<file path="src/rtl/id_ex_stage.sv">
// id_ex_stage: one-entry decode/execute pipeline register.
// Holds one decoded instruction and drives the ALU operands and opcode
// directly from it. M-extension ops occupy the stage for a fixed
// number of cycles before they are presented. Source operands are
// forwarded from EX/MEM and MEM/WB, and stored operands are refreshed
// while the instruction waits, so a producer retiring during a stall is
// not lost.
`timescale 1ns/1ps
module id_ex_stage #(
  parameter int MDIV_CYCLES = 3
) (
  input  logic        i_clk,
  input  logic        i_rst,
  // decode-side handshake and instruction fields
  input  logic        i_in_valid,
  output logic        o_in_ready,
  input  logic [31:0] i_in_pc,
  input  logic [31:0] i_in_rs1_data,
  input  logic [31:0] i_in_rs2_data,
  input  logic [31:0] i_in_imm,
  input  logic [4:0]  i_in_rs1_addr,
  input  logic [4:0]  i_in_rs2_addr,
  input  logic [4:0]  i_in_rd_addr,
  input  logic [4:0]  i_in_alu_op,
  input  logic        i_in_use_imm,
  input  logic        i_in_use_pc,
  input  logic        i_in_reg_write,
  input  logic        i_flush,
  // forwarding sources
  input  logic [4:0]  i_exmem_rd_addr,
  input  logic [4:0]  i_memwb_rd_addr,
  input  logic        i_exmem_reg_write,
  input  logic        i_memwb_reg_write,
  input  logic [31:0] i_exmem_result,
  input  logic [31:0] i_memwb_result,
  // execute-side handshake and operand drive
  input  logic        i_out_ready,
  output logic        o_out_valid,
  output logic [31:0] o_data1,
  output logic [31:0] o_data2,
  output logic [4:0]  o_opcode,
  output logic [31:0] o_out_pc,
  output logic [31:0] o_out_rs2_data,
  output logic [4:0]  o_out_rd_addr,
  output logic        o_out_reg_write
);

  localparam int CW = $clog2(MDIV_CYCLES + 1);
  localparam logic [CW-1:0] LP_CNT_ONE  = CW'(1);
  localparam logic [CW-1:0] LP_CNT_LAST = CW'(MDIV_CYCLES - 1);

  typedef enum logic [1:0] {
    ST_EMPTY = 2'b00,
    ST_WAIT  = 2'b01,
    ST_FULL  = 2'b10
  } state_t;

  state_t          r_state;
  state_t          w_state_nxt;
  state_t          w_load_state;
  logic [CW-1:0]   r_cnt;
  logic [CW-1:0]   w_cnt_nxt;
  logic [CW-1:0]   w_load_cnt;

  logic [31:0] r_pc;
  logic [31:0] r_rs1_data;
  logic [31:0] r_rs2_data;
  logic [31:0] r_imm;
  logic [4:0]  r_rs1_addr;
  logic [4:0]  r_rs2_addr;
  logic [4:0]  r_rd_addr;
  logic [4:0]  r_alu_op;
  logic        r_use_imm;
  logic        r_use_pc;
  logic        r_reg_write;

  logic        w_capture;
  logic        w_active;
  logic [31:0] w_fwd_rs1;
  logic [31:0] w_fwd_rs2;

  // Newest producer wins: EX/MEM over MEM/WB; register x0 is never forwarded.
  function automatic logic [31:0] fwd_sel(
    input logic [4:0]  rs,
    input logic [31:0] stored,
    input logic        ex_we,
    input logic [4:0]  ex_rd,
    input logic [31:0] ex_res,
    input logic        wb_we,
    input logic [4:0]  wb_rd,
    input logic [31:0] wb_res
  );
    logic [31:0] v;
    if (rs == 5'd0) begin
      v = stored;
    end else if (ex_we && (ex_rd == rs)) begin
      v = ex_res;
    end else if (wb_we && (wb_rd == rs)) begin
      v = wb_res;
    end else begin
      v = stored;
    end
    return v;
  endfunction

  // Handshake, capture qualification and forwarded operand values.
  always_comb begin
    w_active   = (r_state == ST_WAIT) || (r_state == ST_FULL);
    o_in_ready = i_flush || (r_state == ST_EMPTY) ||
                 ((r_state == ST_FULL) && i_out_ready);
    w_capture  = i_in_valid && o_in_ready && !i_flush;
    w_fwd_rs1  = fwd_sel(r_rs1_addr, r_rs1_data,
                         i_exmem_reg_write, i_exmem_rd_addr, i_exmem_result,
                         i_memwb_reg_write, i_memwb_rd_addr, i_memwb_result);
    w_fwd_rs2  = fwd_sel(r_rs2_addr, r_rs2_data,
                         i_exmem_reg_write, i_exmem_rd_addr, i_exmem_result,
                         i_memwb_reg_write, i_memwb_rd_addr, i_memwb_result);
    if (i_in_alu_op[4]) begin
      w_load_state = ST_WAIT;
      w_load_cnt   = LP_CNT_ONE;
    end else begin
      w_load_state = ST_FULL;
      w_load_cnt   = '0;
    end
  end

  // Next-state and occupancy counter; flush overrides capture and completion.
  always_comb begin
    w_state_nxt = r_state;
    w_cnt_nxt   = r_cnt;
    if (i_flush) begin
      w_state_nxt = ST_EMPTY;
      w_cnt_nxt   = '0;
    end else begin
      case (r_state)
        ST_EMPTY: begin
          if (w_capture) begin
            w_state_nxt = w_load_state;
            w_cnt_nxt   = w_load_cnt;
          end else begin
            w_state_nxt = ST_EMPTY;
            w_cnt_nxt   = '0;
          end
        end
        ST_WAIT: begin
          if (r_cnt == LP_CNT_LAST) begin
            w_state_nxt = ST_FULL;
            w_cnt_nxt   = '0;
          end else begin
            w_state_nxt = ST_WAIT;
            w_cnt_nxt   = r_cnt + LP_CNT_ONE;
          end
        end
        ST_FULL: begin
          if (i_out_ready && w_capture) begin
            w_state_nxt = w_load_state;
            w_cnt_nxt   = w_load_cnt;
          end else if (i_out_ready) begin
            w_state_nxt = ST_EMPTY;
            w_cnt_nxt   = '0;
          end else begin
            w_state_nxt = ST_FULL;
            w_cnt_nxt   = '0;
          end
        end
        default: begin
          w_state_nxt = ST_EMPTY;
          w_cnt_nxt   = '0;
        end
      endcase
    end
  end

  // State and counter registers.
  always_ff @(posedge i_clk or posedge i_rst) begin
    if (i_rst) begin
      r_state <= ST_EMPTY;
      r_cnt   <= '0;
    end else begin
      r_state <= w_state_nxt;
      r_cnt   <= w_cnt_nxt;
    end
  end

  // Instruction fields: load on capture, refresh operands while held.
  always_ff @(posedge i_clk or posedge i_rst) begin
    if (i_rst) begin
      r_pc        <= 32'd0;
      r_rs1_data  <= 32'd0;
      r_rs2_data  <= 32'd0;
      r_imm       <= 32'd0;
      r_rs1_addr  <= 5'd0;
      r_rs2_addr  <= 5'd0;
      r_rd_addr   <= 5'd0;
      r_alu_op    <= 5'd0;
      r_use_imm   <= 1'b0;
      r_use_pc    <= 1'b0;
      r_reg_write <= 1'b0;
    end else if (i_flush) begin
      r_reg_write <= 1'b0;
    end else if (w_capture) begin
      r_pc        <= i_in_pc;
      r_rs1_data  <= i_in_rs1_data;
      r_rs2_data  <= i_in_rs2_data;
      r_imm       <= i_in_imm;
      r_rs1_addr  <= i_in_rs1_addr;
      r_rs2_addr  <= i_in_rs2_addr;
      r_rd_addr   <= i_in_rd_addr;
      r_alu_op    <= i_in_alu_op;
      r_use_imm   <= i_in_use_imm;
      r_use_pc    <= i_in_use_pc;
      r_reg_write <= i_in_reg_write;
    end else if (w_active) begin
      r_rs1_data <= w_fwd_rs1;
      r_rs2_data <= w_fwd_rs2;
      if ((r_state == ST_FULL) && i_out_ready) begin
        r_reg_write <= 1'b0;
      end else begin
        r_reg_write <= r_reg_write;
      end
    end else begin
      r_reg_write <= r_reg_write;
    end
  end

  // Output drive: operands and opcode only while an instruction is held.
  always_comb begin
    o_out_valid     = (r_state == ST_FULL);
    o_out_pc        = r_pc;
    o_out_rs2_data  = w_fwd_rs2;
    o_out_rd_addr   = r_rd_addr;
    o_out_reg_write = r_reg_write;
    if (w_active) begin
      o_data1  = r_use_pc  ? r_pc  : w_fwd_rs1;
      o_data2  = r_use_imm ? r_imm : w_fwd_rs2;
      o_opcode = r_alu_op;
    end else begin
      o_data1  = 32'd0;
      o_data2  = 32'd0;
      o_opcode = 5'd0;
    end
  end

endmodule

</file>
<file path="config.mk">
export PLATFORM = sky130hd
export DESIGN_NAME = id_ex_stage
export DESIGN_NICKNAME = d
export VERILOG_FILES = /design/src/rtl/id_ex_stage.sv
export SDC_FILE = /design/constraint.sdc
export NUM_CORES = 1
export LEC_CHECK = 0
export CORE_MARGIN = 3
export CORE_UTILIZATION = 30
export DETAILED_ROUTE_END_ITERATION = 10
export PLACE_DENSITY_LB_ADDON = 0.25
export SLEW_MARGIN = 20
export SYNTH_ARGS = -nofsm -noshare
export SYNTH_HDL_FRONTEND = slang
export SYNTH_SLANG_ARGS = --single-unit
</file>
<file path="constraint.sdc">
create_clock -name i_clk -period 10.7 [get_ports i_clk]
set_input_delay 1.605 -clock i_clk [delete_from_list [all_inputs] [get_ports i_clk]]
set_output_delay 1.605 -clock i_clk [all_outputs]
set_load 0.05 [all_outputs]
</file>
== Word-level counts from Yosys, hierarchy flattened ==
Cells that the tools add are included.
Storage, ports and cells
  register bits after elaboration: 155
  logic and storage cells: 75
  input bits: 232
Cells by class
  add/sub/neg operators: 1
  multiplexer cells: 32
  bitwise logic cells: 1
  reduce and logical (&&, ||, !) cells: 21
  equal/unequal tests: 7
Operators with widths (number)
  $mux W32: 14
  $eq A5 B5 Y1: 4
  $mux W2: 10
  $pmux W2 S3: 2
  $logic_not A5 Y1: 2
  $logic_and A1 B1 Y1: 8
  $reduce_and A2 Y1: 3
  $reduce_bool A3 Y1: 2
  $mux W1: 5
  $mux W5: 1
  $eq A2 B2 Y1 const B: 2
  $logic_or A1 B1 Y1: 3
  $add A2 B1 Y2 const B: 1
  $eq A2 B1 Y1 const B: 1
  $logic_not A2 Y1: 1
  $reduce_bool A2 Y1: 1
  $logic_not A1 Y1: 1
  $not A1 Y1: 1

== Depth between registers and ports, before layout ==
Gate-level depths: netlist of the first run.
  word-level depth: 9
  gate-level depth with buffers: 9

== Worst setup path after synthesis of the first run ==
OpenSTA, ideal clock, no wires.
  kind: input to output
  start point: input port i_exmem_rd_addr[1]
  end point: output port o_data2[31]
  path buffers: 1
  setup slack: 5.145 ns
  stages on the path: 7
  required time: 9.095 ns
  arrival time: 3.950 ns
  cells stage by stage: xnor2_1 -> nand4_1 -> or3_1 -> buf_6 -> a21boi_4 -> a2bb2oi_1 -> o211a_1
Between the ends
  cells in the longest elaborated chain, start to end: 6
Ends and longest elaborated chain
  start, declared: RTL line 30  | input logic [4:0] i_exmem_rd_addr,
  $eq A5 B5 Y1: RTL line 96  | end else if (ex_we && (ex_rd == rs)) begin
  $logic_and A1 B1 Y1: RTL line 96
  $mux W32: RTL line 96
  $mux W32: RTL line 94  | if (rs == 5'd0) begin
  named net o_out_rs2_data[31]: RTL line 43  | output logic [31:0] o_out_rs2_data,
  $mux W32: RTL line 235  | o_data2 = r_use_imm ? r_imm : w_fwd_rs2;
  $mux W32: RTL line 233  | if (w_active) begin
  end, declared: RTL line 40  | output logic [31:0] o_data2,
The timed path passes the listed nets, and every way through them passes these cells.

== Final worst setup path of the first run ==
  start point: input port i_exmem_rd_addr[2]
  end point: output port o_data1[5]
Between the ends
  cells in the longest elaborated chain, start to end: 6
Ends and longest elaborated chain
  $eq A5 B5 Y1: RTL line 96
  $logic_and A1 B1 Y1: RTL line 96
  $mux W32: RTL line 96
  $mux W32: RTL line 94
  $mux W32: RTL line 234  | o_data1 = r_use_pc ? r_pc : w_fwd_rs1;
  $mux W32: RTL line 233
  end, declared: RTL line 39  | output logic [31:0] o_data1,
No other way between the ends.

==> reports/qor.yml, run 1 <==
status: "complete, no violations"
worstSetupEndpointType: "primary output"
cp_common_cell: "clkdlybuf4s50_1"
cpPeakStageDelay_ns: 0.88
pre_cts_slack_ns: 4.01
rsz0062_at_grt: "false"
synth_edf_count: 0
timing.final.ws_setup_ns: 3.96
cts.clk_slew.worst_paths_ns: 0.06
place_area_sq_mm: 0.0131
cts_hold_buffers: 0
yosys.cell_count.top_type: "dfrtp_1"
via_per_inst: 5.39
whs_ns: 0.497
place_hpwl_um: 25100
final_area_sq_mm: 0.0137
path_cells: "clkdlybuf4s50_1 -> xnor2_1 -> nand4_1 -> or2_1 -> buf_4 -> a21boi_4 -> a2bb2oi_1 -> o211a_1 -> clkdlybuf4s50_1"
avgSynthCellArea_sq_um: 11.4
timing.final.crit_period_ns: 6.74
cts-root-buf: "clkbuf_16"
cts_buffers: 17
grt_max_degree: 90
syn-num-nets: 1033
clk_latency_ns: 0.42
yosys.area.top_type_share: 0.425
fill_cells: 2848
combPwrFrac: 0.460
drtPass1Iterations: 5
die_w_um: 180
yosys.area.top_type: "dfrtp_1"
ys.warnings.count: 0
peakVddDrop_uv: 117
grt_pass1_vias: 8514
io_buffers: 372
worstSetupPathType: "in2out"
leakage_nw: 6.01
overflow: 0
num_io_pins: 373
clkPwrFrac: 0.229
start_util: 0.306
yosys-top-cells-count: "155 x dfrtp_1, 86 x mux2_2, 65 x o22ai_1"
whs_endpoint: "r_alu_op[4]$_DFFE_PP0P_"
startpoint_type: "input pin"
p_per_area_mw_per_mm2: 198
clock_sinks: 155
nets: 1353
critPathSlowestCell: "a21boi_4"
cts_resized: 0
synth_cells: 797
power_frac_seq: 0.312
dr.first_iter.drc_count: 527
timing.rr.end: "r_imm[16]$_DFFE_PP0P_"
place.gp.congestion: 0.883
floorplan.rows: 63
wl_per_cell_um: 23.4
fin_tns_setup_ns: 0
vias: 8247
slew_headroom: 0.285
cts_buffer_depth: 2
switching_share: 0.412
routed_wl_um: 35800
ys_ff_latch: 155
hold_path.class: "reg2reg"
cts_tree: "built"
yosys.cell_types.count: 47
drive_above_1_share: 0.181
min_period_over_period: 0.630
h-tree-depth: 4
worst_pin_slew_ns: 1.07
hold_depth: 2
r2r_slack_ns: 7.56
p_sw_w: 0.00112
drcViolationCount: 0
max_cap_violations: 0
intPower_w: 0.00159
postCtsSetupBuffers: 0
core_area_sq_mm: 0.0298
synth-seq-area-share: 0.425
cp_max_fo: 34
worstPathRequired_ns: 9.10
area_growth_pct: 50.1
fmax_mhz: 148
setup_viol: 0
die_y_um: 180
grt_pass1_wl_um: 54300
dieArea_sq_mm: 0.0325
synth-main-ff-cell: "dfrtp_1"
synthArstFlopShare: 1.00
hp-start: "r_alu_op[4]$_DFFE_PP0P_"
syn-cell-area_sq_mm: 0.00912
arrival_ns: 5.14
slew_viol_final: 0
finClkSkew_ns: 0.0136
postRouteAntennaNets: 0
r2r_cells: 8
grt_usage: 0.213
hold_viol_final: 0
antenna_found_initial: 11
synth_area_leaders: "dfrtp_1 43%, mux2_2 11%, o211a_1 6.4%, a2bb2oi_2 4.9%, o22ai_1 4.5%"
r2r_start: "r_state[0]$_DFF_PP0_"
## layout make-up
cell class                 instances  area [sq um]  area share
multi-input combinational        550          4860       0.355
sequential                       155          3880       0.284
timing repair buffer             384          3810       0.279
tap                              390           488      0.0356
clock buffer                      19           453      0.0331
clock inverter                    13           129     0.00941
inverter                           9          40.0     0.00292
antenna                            9          22.5     0.00165
## critical path, delay by kind of cell
kind	cells	cell delay, ns
AO/OA/AOI/OAI	3	1.37
XOR/XNOR	1	0.15
AND/OR/NAND/NOR	2	0.37
buffers and inverters	3	1.61
## logic make-up after synthesis
group | synth area share
DFF | 0.425
adders and majority gates | 0.00549
and+or+nand+nor | 0.112
xor gates and xnor gates | 0.0192
muxes | 0.106
AOI/OAI and AO/OA | 0.283
buffers and inverters | 0.0487
## per-stage QoR
step / power, W / util / instances
finish: 0.00271 / 0.459 / 1529
global placement: 0.00209 / 0.439 / 1488
CTS: 0.00273 / 0.459 / 1520
detailed placement: 0.00210 / 0.439 / 1488
global route: 0.00284 / 0.459 / 1528
floorplan: 0.00167 / - / 797
## power groups by stage
| stage | clock (W) | combinational (W) | sequential, W |
|---|---|---|---|
| 2_1_floorplan | 0 | 0.000755 | 0.000911 |
| 6_report | 0.000620 | 0.00125 | 0.000844 |
| 5_1_grt | 0.000662 | 0.00131 | 0.000865 |
| 3_3_place_gp | 0 | 0.00124 | 0.000850 |
| 3_5_place_dp | 0 | 0.00125 | 0.000850 |
| 4_1_cts | 0.000639 | 0.00125 | 0.000842 |
## registers in the layout, summed over array words and instances, names as in the netlist, 5 cells and up
signal / flops
o_out_pc: 32
r_imm: 32
r_rs1_data: 32
r_rs2_data: 32
o_out_rd_addr: 5
r_alu_op: 5
r_rs1_addr: 5
r_rs2_addr: 5
## worst max-delay path by stage
stage               slack, ns                 endpoint                from
floorplan                4.92  o_out_pc[0]$_DFFE_PP0P_               i_rst
global placement         3.93               o_data1[1]  i_exmem_rd_addr[2]
detailed placement       4.01               o_data1[5]  i_exmem_rd_addr[2]
CTS                      3.99               o_data1[5]  i_exmem_rd_addr[2]
global route             3.81              o_data1[17]  i_exmem_rd_addr[2]
finish                   3.96               o_data1[5]  i_exmem_rd_addr[2]
## layout by cell type (no fill, tap or decap), drive strengths merged, types with 9 or more instances in the layout
cell type and instances:
a221o 63, nand2 10, dfrtp 155, buf 12
and3 63, clkdlybuf4s50 372, clkbuf 19, o22ai 65
diode 9, o211a 58, nand2b 62, xnor2 11
mux2 86, xor2 9, nor3 9, a2bb2oi 61
inv 15
## routing by layer
layer  global-route usage  share of wire
met2                0.324           0.45
met3               0.0553          0.069
met4               0.0651          0.021
met5                    0         0.0011
met1                0.298           0.46
Note: power is estimated with default switching activity, not from simulation.
==> run 2: changes to the inputs <==
==> constraint.sdc (replaced) <==
create_clock -name i_clk -period 6.9 [get_ports i_clk]
set_input_delay 1.035 -clock i_clk [delete_from_list [all_inputs] [get_ports i_clk]]
set_output_delay 1.035 -clock i_clk [all_outputs]
set_load 0.05 [all_outputs]
==> run 2 against run 1 <==
  * Sequential power rose by 55%
  * Die area stayed put
  * Critical path depth is 1 higher
  * Critical path type unchanged
  * Clock skew decreased by 0.0018 ns
  * Clock power grew 59%
  * Power increased by 56%
  * Flip-flop and latch count unchanged
  * Global-route usage is essentially flat
==> reports/qor.yml, run 2 (synthesis results as in run 1) <==
nets: 1357
drcViolationCount: 0
startpoint_type: "input pin"
place.gp.congestion: 0.894
slew_viol_final: 0
place_inst: 1492
cts_buffer_depth: 2
fmax_mhz: 179
drtPass1Iterations: 5
cp_max_fo: 33
min_period_over_period: 0.809
grt_pass1_vias: 8501
finClkSkew_ns: 0.0118
area_growth_pct: 50.2
worstSetupPathType: "in2out"
drive_above_1_share: 0.184
max_cap_violations: 0
setup_viol: 0
pre_cts_slack_ns: 1.35
fin_cells: 1530
fill_cells: 2768
hold_path.class: "reg2reg"
fin_util: 0.460
postRouteAntennaNets: 0
grt_pass1_wl_um: 54200
fin_tns_setup_ns: 0
p_total_w: 0.00424
p_per_area_mw_per_mm2: 309
postCtsSetupBuffers: 0
slew_headroom: 0.310
via_per_inst: 5.36
status: "complete, no violations"
cts.clk_slew.worst_paths_ns: 0.07
routed_wl_um: 36000
leakage_nw: 6.04
wl_per_cell_um: 23.6
timing.final.ws_setup_ns: 1.31
core_area_sq_mm: 0.0298
die_y_um: 180
worst_pin_slew_ns: 1.03
cts_tree: "built"
cts_resized: 0
cts-root-buf: "clkbuf_16"
antenna_found_initial: 7
h-tree-depth: 4
r2r_slack_ns: 3.89
vias: 8200
hold_viol_final: 0
cts_hold_buffers: 0
place_hpwl_um: 25400
dieArea_sq_mm: 0.0325
overflow: 0
clock_sinks: 155
timing.final.crit_period_ns: 5.59
final_cell_mix: "370 x clkdlybuf4s50_1, 153 x dfrtp_1, 86 x mux2_2, 65 x o22ai_1, 63 x and3_1"
num_io_pins: 373
rsz0062_at_grt: "false"
worstPathRequired_ns: 5.86
layout_commonest_cell: "clkdlybuf4s50_1"
grt_usage: 0.213
peakVddDrop_uv: 155
clk_latency_ns: 0.42
grt_max_degree: 74
start_util: 0.306
worstSetupEndpointType: "primary output"
arrival_ns: 4.55
io_buffers: 372
dr.first_iter.drc_count: 517
die_w_um: 180
floorplan.rows: 63
cts_buffers: 17
## run 2: cell types whose count changed in the layout (fill, tap and decap cells not counted), moves of 2 or more
| cell | change |
|---|---|
| buf_4 | +6 |
| inv_8 | +5 |
| clkdlybuf4s50_1 | -2 |
| inv_6 | -3 |
| clkbuf_8 | -2 |
| diode_2 | -3 |
## run 2: per-layer routing
metal,vias up,track usage,share of wire
met5,-,0,0.00036
met4,2,0.0645,0.020
met3,38,0.0440,0.063
met2,323,0.331,0.46
li1,3769,-,-
met1,4068,0.300,0.46
## run 2: cell type report
class	count	area, sq um	area share
Clock buffer	18	429	0.0313
Multi-Input combinational cell	550	4860	0.355
Timing Repair Buffer	388	3840	0.280
Sequential cell	155	3880	0.283
Inverter	9	38.8	0.00283
Tap cell	390	488	0.0356
Antenna cell	6	15.0	0.00110
Clock inverter	14	151	0.0110
## run 2: power breakdown
part	total, W	leakage (nW)	switching [W]	internal (W)
combinational	0.00195	3.88	0.00112	0.000827
clock	0.000984	0.286	0.000467	0.000516
sequential	0.00131	1.88	0.000187	0.00112
## run 2: per-stage QoR
| stage | cell area, sq um | hold slack, ns |
|---|---|---|
| 2_1_floorplan | 9120 | 0.458 |
| 3_3_place_gp | 13100 | 0.477 |
| 3_5_place_dp | 13100 | 0.483 |
| 4_1_cts | 13700 | 0.499 |
| 5_1_grt | 13700 | 0.509 |
| 6_report | 13700 | 0.492 |
## run 2: worst max-delay path: stages
cell and delay [ns]:
clkdlybuf4s50_1 0.53, xnor2_1 0.14, nand4_1 0.22, or3_1 0.36, buf_4 0.26, a21boi_4 0.16, buf_4 0.49, a2bb2oi_2 0.30
o211a_1 0.18, clkdlybuf4s50_1 0.82
## run 2: worst paths after layout
kind,start,cells past startpoint,to
worst max-delay path,i_exmem_rd_addr[1],10,o_data2[9]
worst min-delay path,r_alu_op[4]$_DFFE_PP0P_,2,r_alu_op[4]$_DFFE_PP0P_
worst max register to register,r_state[0]$_DFF_PP0_,8,r_rs2_data[19]$_DFFE_PP0P_
worst min register to register,r_alu_op[4]$_DFFE_PP0P_,2,r_alu_op[4]$_DFFE_PP0P_
max in group asynchronous,i_rst,3,r_use_imm$_DFFE_PP0P_
min in group asynchronous,i_rst,2,o_out_rd_addr[1]$_DFFE_PP0P_
